===== src/rtl/serial_adder_pkg.sv =====
// Shared definitions for the bit-serial adder: FSM state encoding and default width.
package serial_adder_pkg;

    typedef enum logic [1:0] {
        IDLE = 2'd0,
        RUN  = 2'd1,
        DONE = 2'd2
    } state_t;

    localparam int DEFAULT_WIDTH = 8;

endpackage


===== src/rtl/full_adder_cell.sv =====
// Single-bit combinational full adder; the arithmetic core of serial_adder.
module full_adder_cell (
    input  logic a,
    input  logic b,
    input  logic cin,
    output logic sum,
    output logic cout
);

    assign sum  = a ^ b ^ cin;
    assign cout = (a & b) | (cin & (a ^ b));

endmodule


===== src/rtl/serial_adder.sv =====
// Bit-serial adder: one full-adder cell plus a carry flop adds WIDTH-bit operands
// LSB-first over WIDTH cycles behind a start/busy/done handshake.
module serial_adder
    import serial_adder_pkg::*;
#(
    parameter int WIDTH = DEFAULT_WIDTH
) (
    input  logic             clk,
    input  logic             rst,
    input  logic             start,
    input  logic [WIDTH-1:0] a,
    input  logic [WIDTH-1:0] b,
    input  logic             cin,
    output logic             busy,
    output logic             done,
    output logic [WIDTH-1:0] sum,
    output logic             cout
);

    localparam int CW = $clog2(WIDTH + 1);

    state_t           state, state_next;
    logic [WIDTH-1:0] a_sh, b_sh, sum_sh, sum_shifted;
    logic [CW-1:0]    cnt;
    logic             carry;
    logic             fa_s, fa_c;
    logic             last_bit;
    logic             accept;

    full_adder_cell u_fa (
        .a    (a_sh[0]),
        .b    (b_sh[0]),
        .cin  (carry),
        .sum  (fa_s),
        .cout (fa_c)
    );

    assign last_bit    = (cnt == CW'(WIDTH - 1));
    assign accept      = start && (state != RUN);
    // Written as shift/OR rather than a concatenation so WIDTH=1 needs no empty slice.
    assign sum_shifted = (sum_sh >> 1) | (WIDTH'(fa_s) << (WIDTH - 1));

    assign busy = (state == RUN);
    assign done = (state == DONE);

    // NOTE: every variable assigned in always_comb gets a default first, so no path infers a latch.
    always_comb begin
        state_next = state;
        unique case (state)
            IDLE:    if (start) state_next = RUN;
            RUN:     if (last_bit) state_next = DONE;
            DONE:    state_next = start ? RUN : IDLE;
            default: state_next = IDLE;
        endcase
    end

    // NOTE: sequential state uses non-blocking assignments so every flop samples pre-edge values.
    always_ff @(posedge clk) begin
        if (rst) state <= IDLE;
        else     state <= state_next;
    end

    always_ff @(posedge clk) begin
        if (rst) begin
            a_sh   <= '0;
            b_sh   <= '0;
            sum_sh <= '0;
            carry  <= 1'b0;
            cnt    <= '0;
            sum    <= '0;
            cout   <= 1'b0;
        end else if (accept) begin
            a_sh  <= a;
            b_sh  <= b;
            carry <= cin;
            cnt   <= '0;
        end else if (state == RUN) begin
            a_sh   <= a_sh >> 1;
            b_sh   <= b_sh >> 1;
            sum_sh <= sum_shifted;
            carry  <= fa_c;
            cnt    <= cnt + 1'b1;
            // Result registers load only on the edge into DONE, so partial sums never leak out.
            if (last_bit) begin
                sum  <= sum_shifted;
                cout <= fa_c;
            end
        end
    end

endmodule

===== config.mk =====
export PLATFORM = sky130hd
export DESIGN_NAME = serial_adder
export DESIGN_NICKNAME = d
export VERILOG_FILES = /design/src/rtl/serial_adder_pkg.sv /design/src/rtl/full_adder_cell.sv /design/src/rtl/serial_adder.sv
export SDC_FILE = /design/constraint.sdc
export NUM_CORES = 1
export LEC_CHECK = 0
export BUFFER_PORTS_ARGS = -buffer_cell sky130_fd_sc_hd__buf_2
export CAP_MARGIN = 15
export CORE_MARGIN = 10
export CORE_UTILIZATION = 40
export DETAILED_ROUTE_END_ITERATION = 8
export GPL_TIMING_DRIVEN = 0
export SYNTH_ARGS = -nofsm -noshare
export SYNTH_HDL_FRONTEND = slang
export SYNTH_HIERARCHICAL = 1
export SYNTH_SLANG_ARGS = --single-unit

===== constraint.sdc =====
create_clock -name clk -period 3.9 [get_ports clk]
set_clock_uncertainty 0.2 [all_clocks]
set_input_delay 0.585 -clock clk [delete_from_list [all_inputs] [get_ports clk]]
set_output_delay 0.585 -clock clk [all_outputs]
set_load 0.05 [all_outputs]

==> results.cfg <==
[layout]
stdcell_count = 262
multiInputGateArea_sq_um = 821
finalNetCount = 233
drive_above_1_share_pct = 22.6
fillers = 381
syn_to_final_growth_pct = 19.4
antennaDiodeCount = 0
final-seq-area_sq_um = 781

[floorplanning]
ios = 31
start_util_pct = 41.6
dieArea_sq_um = 7190
core_sq_um = 4030
die_w_um = 84.8
fp.dieH_um = 84.8
rows = 23

[detailed_routing]
dr.pass1.iters = 4
avgRoutedWirePerCell_um = 14.2
drtIter0Drc = 71
drt_wl_total_mm = 3.72
antenna_left = 0
drc = 0
num_vias = 1323
viasPerCell = 5.05

[clocking]
ctsHoldBuffers = 0
cts_sinks = 39
numCtsBuffers = 5
cts_resized = 0
cts-root-buf = clkbuf_8
clock_path_buffers = 2
clkSlewWorstSetupHoldPaths_ns = 0.07
post_cts_buffers = 0
clk_latency_ns = 0.29
cts_tree = yes
cts_max_level = 2

[timing]
timing.final.crit_share_pct = 58.3
rsz0062_at_grt = no
final_hold_viol_count = 0
slew-limit-headroom_pct = 66.1
tns_ns = 0
max_freq_ghz = 0.440
tightestPinTransition_ns = 0.509
slew_violations = 0
setup_violations = 0
period_needed_ns = 2.27

[placement]
portBuffers = 29
place_congestion = 0.822
hpwl_mm = 2.82
dp.cells = 254

[global_routing]
grt_max_degree = 13
antenna_found_initial = 0
grt.total_usage_pct = 11.0
overflow = 0
grt_pass1_wl_mm = 6.58
grt_pass1_vias = 1420

[worst_setup_path]
cp.arrival_ns = 1.49
critPathBufInv = 4
startpoint_type = register
path_max_fanout = 10
cp_slowest_cell = dfxtp_1
path_class = register to output port
critical-path-top-delay-family = buffers and inverters
slowest_delay_ns = 0.31
crit_path_frequent_cell = buf_2
cp-end-kind = output port
required_ns = 3.12
path_cells = nand2b_1 > buf_6 > inv_4 > buf_2 > buf_2

[outcome]
outcome = finished, final reports clean

[run]
cap_viol_max_count = 0

[worst_hold_path]
min_path_type = register to register

[yosys]
syn_nets = 197
avgSynthCellArea_sq_um = 9.59
synth.most_common_cell = dfxtp_1
syn_inst = 175
synth_edf_count = 0
syn-cell-area_sq_um = 1680
ys_types = 24
synth_seq_cells = 39
yosysTopAreaCellShare_pct = 46.5
synth_top_area_cell = dfxtp_1
synth_area_leaders = dfxtp_1 (47%), mux2i_1 (16%), nand2b_1 (7.5%), a211oi_1 (6.7%), nor2_1 (3.6%)
synth_commonest_cells = dfxtp_1 (39), mux2i_1 (26), nand2b_1 (20)
ys.flop_type = dfxtp_1
ys_warn_count = 6
async_flop_share_pct = 0
seq_area_frac_synth_pct = 46.5

[pwr]
ir_worst_vdd_mv = 0.258
leakage_uw = 0.000821
powerDensity_nw_per_um2 = 434
==> layer usage <==
layer | vias to the layer above | routed length, um | track usage, %
met4 | 0 | 64 | 4.04
li1 | 673 | - | -
met5 | - | 0 | 0
met1 | 615 | 1610 | 11.9
met3 | 8 | 241 | 5.12
met2 | 27 | 1810 | 18.3
==> worst register-to-register path, delay by kind of cell (launching register included) <==
kind                       cells  cell delay (ns)
and+or+nand+nor                2             0.52
muxes                          1             0.22
DFF                            1             0.38
adders and majority gates      1             0.21
==> final cells by class <==
type | count | share of cell area (%)
Buffer | 14 | 3.50
Clock buffer | 6 | 4.12
Clock inverter | 2 | 1.75
Inverter | 1 | 0.312
Multi-Input combinational cell | 121 | 41.0
Sequential cell | 39 | 39.0
Tap cell | 50 | 3.12
Timing Repair Buffer | 29 | 7.25
==> state kept, by name (all words and copies together) (netlist names) <==
register	count
cnt	4
a_sh	8
b_sh	8
sum	8
sum_sh	7
carry	1
state	2
cout	1
==> cells in the final DEF (no fill, tap or decap) <==
| cell type | count |
|---|---|
| buf_4 | 1 |
| nor3_1 | 3 |
| inv_4 | 1 |
| nand2_1 | 15 |
| a31oi_1 | 1 |
| mux2i_1 | 26 |
| or3_1 | 1 |
| clkinv_2 | 1 |
| nor2_1 | 16 |
| a211oi_1 | 15 |
| clkbuf_8 | 6 |
| fa_1 | 1 |
| clkbuf_1 | 7 |
| buf_6 | 1 |
| buf_2 | 33 |
| a21oi_1 | 11 |
| nand2b_1 | 20 |
| clkbuf_2 | 1 |
| dfxtp_1 | 39 |
| a211oi_2 | 1 |
| nor2b_1 | 2 |
| nand3_1 | 2 |
| bufinv_16 | 1 |
| nand3b_1 | 4 |
| nor2_4 | 1 |
| ha_1 | 1 |
| mux2_4 | 1 |
==> final timing paths <==
check	from	endpoint	slack, ns	depth (start not counted)
setup / recovery	state[1]$_SDFFE_PP0P_	busy	1.63	5
hold / removal	sum_sh[1]$_SDFFE_PP0P_	sum_sh[1]$_SDFFE_PP0P_	0.27	2
setup reg to reg	cnt[0]$_SDFFE_PP0P_	sum[1]$_SDFFE_PP0P_	2.30	4
hold reg to reg	sum_sh[1]$_SDFFE_PP0P_	sum_sh[1]$_SDFFE_PP0P_	0.27	2
==> where the power goes <==
part           switching (uW)  total [uW]  internal, uW
combinational            54.5        97.1          42.6
clock                     137         343           207
sequential               11.5         429           418
==> cell families after synthesis <==
logic type | count (synthesis) | share of synthesized area [%]
AO/OA/AOI/OAI | 28 | 11.1
AND/OR/NAND/NOR | 64 | 19.5
adder cells (fa/ha/maj) | 2 | 1.94
multiplexers | 27 | 16.4
buffers and inverters | 15 | 4.55
flip-flops | 39 | 46.5
==> per-stage QoR <==
stage / power, uW / utilization (%) / setup WS (ns) / cell area, sq um / hold slack [ns]
after floorplan: 506 / - / 2.11 / 1680 / 0.237
after global placement: 531 / 46.8 / 1.93 / 1890 / 0.250
after detailed placement: 536 / 46.8 / 1.93 / 1890 / 0.259
after CTS: 881 / 49.7 / 1.61 / 2000 / 0.271
after global routing: 914 / 49.7 / 1.54 / 2000 / 0.301
final: 870 / 49.7 / 1.63 / 2000 / 0.266
Note: power is estimated with default switching activity, not from simulation.
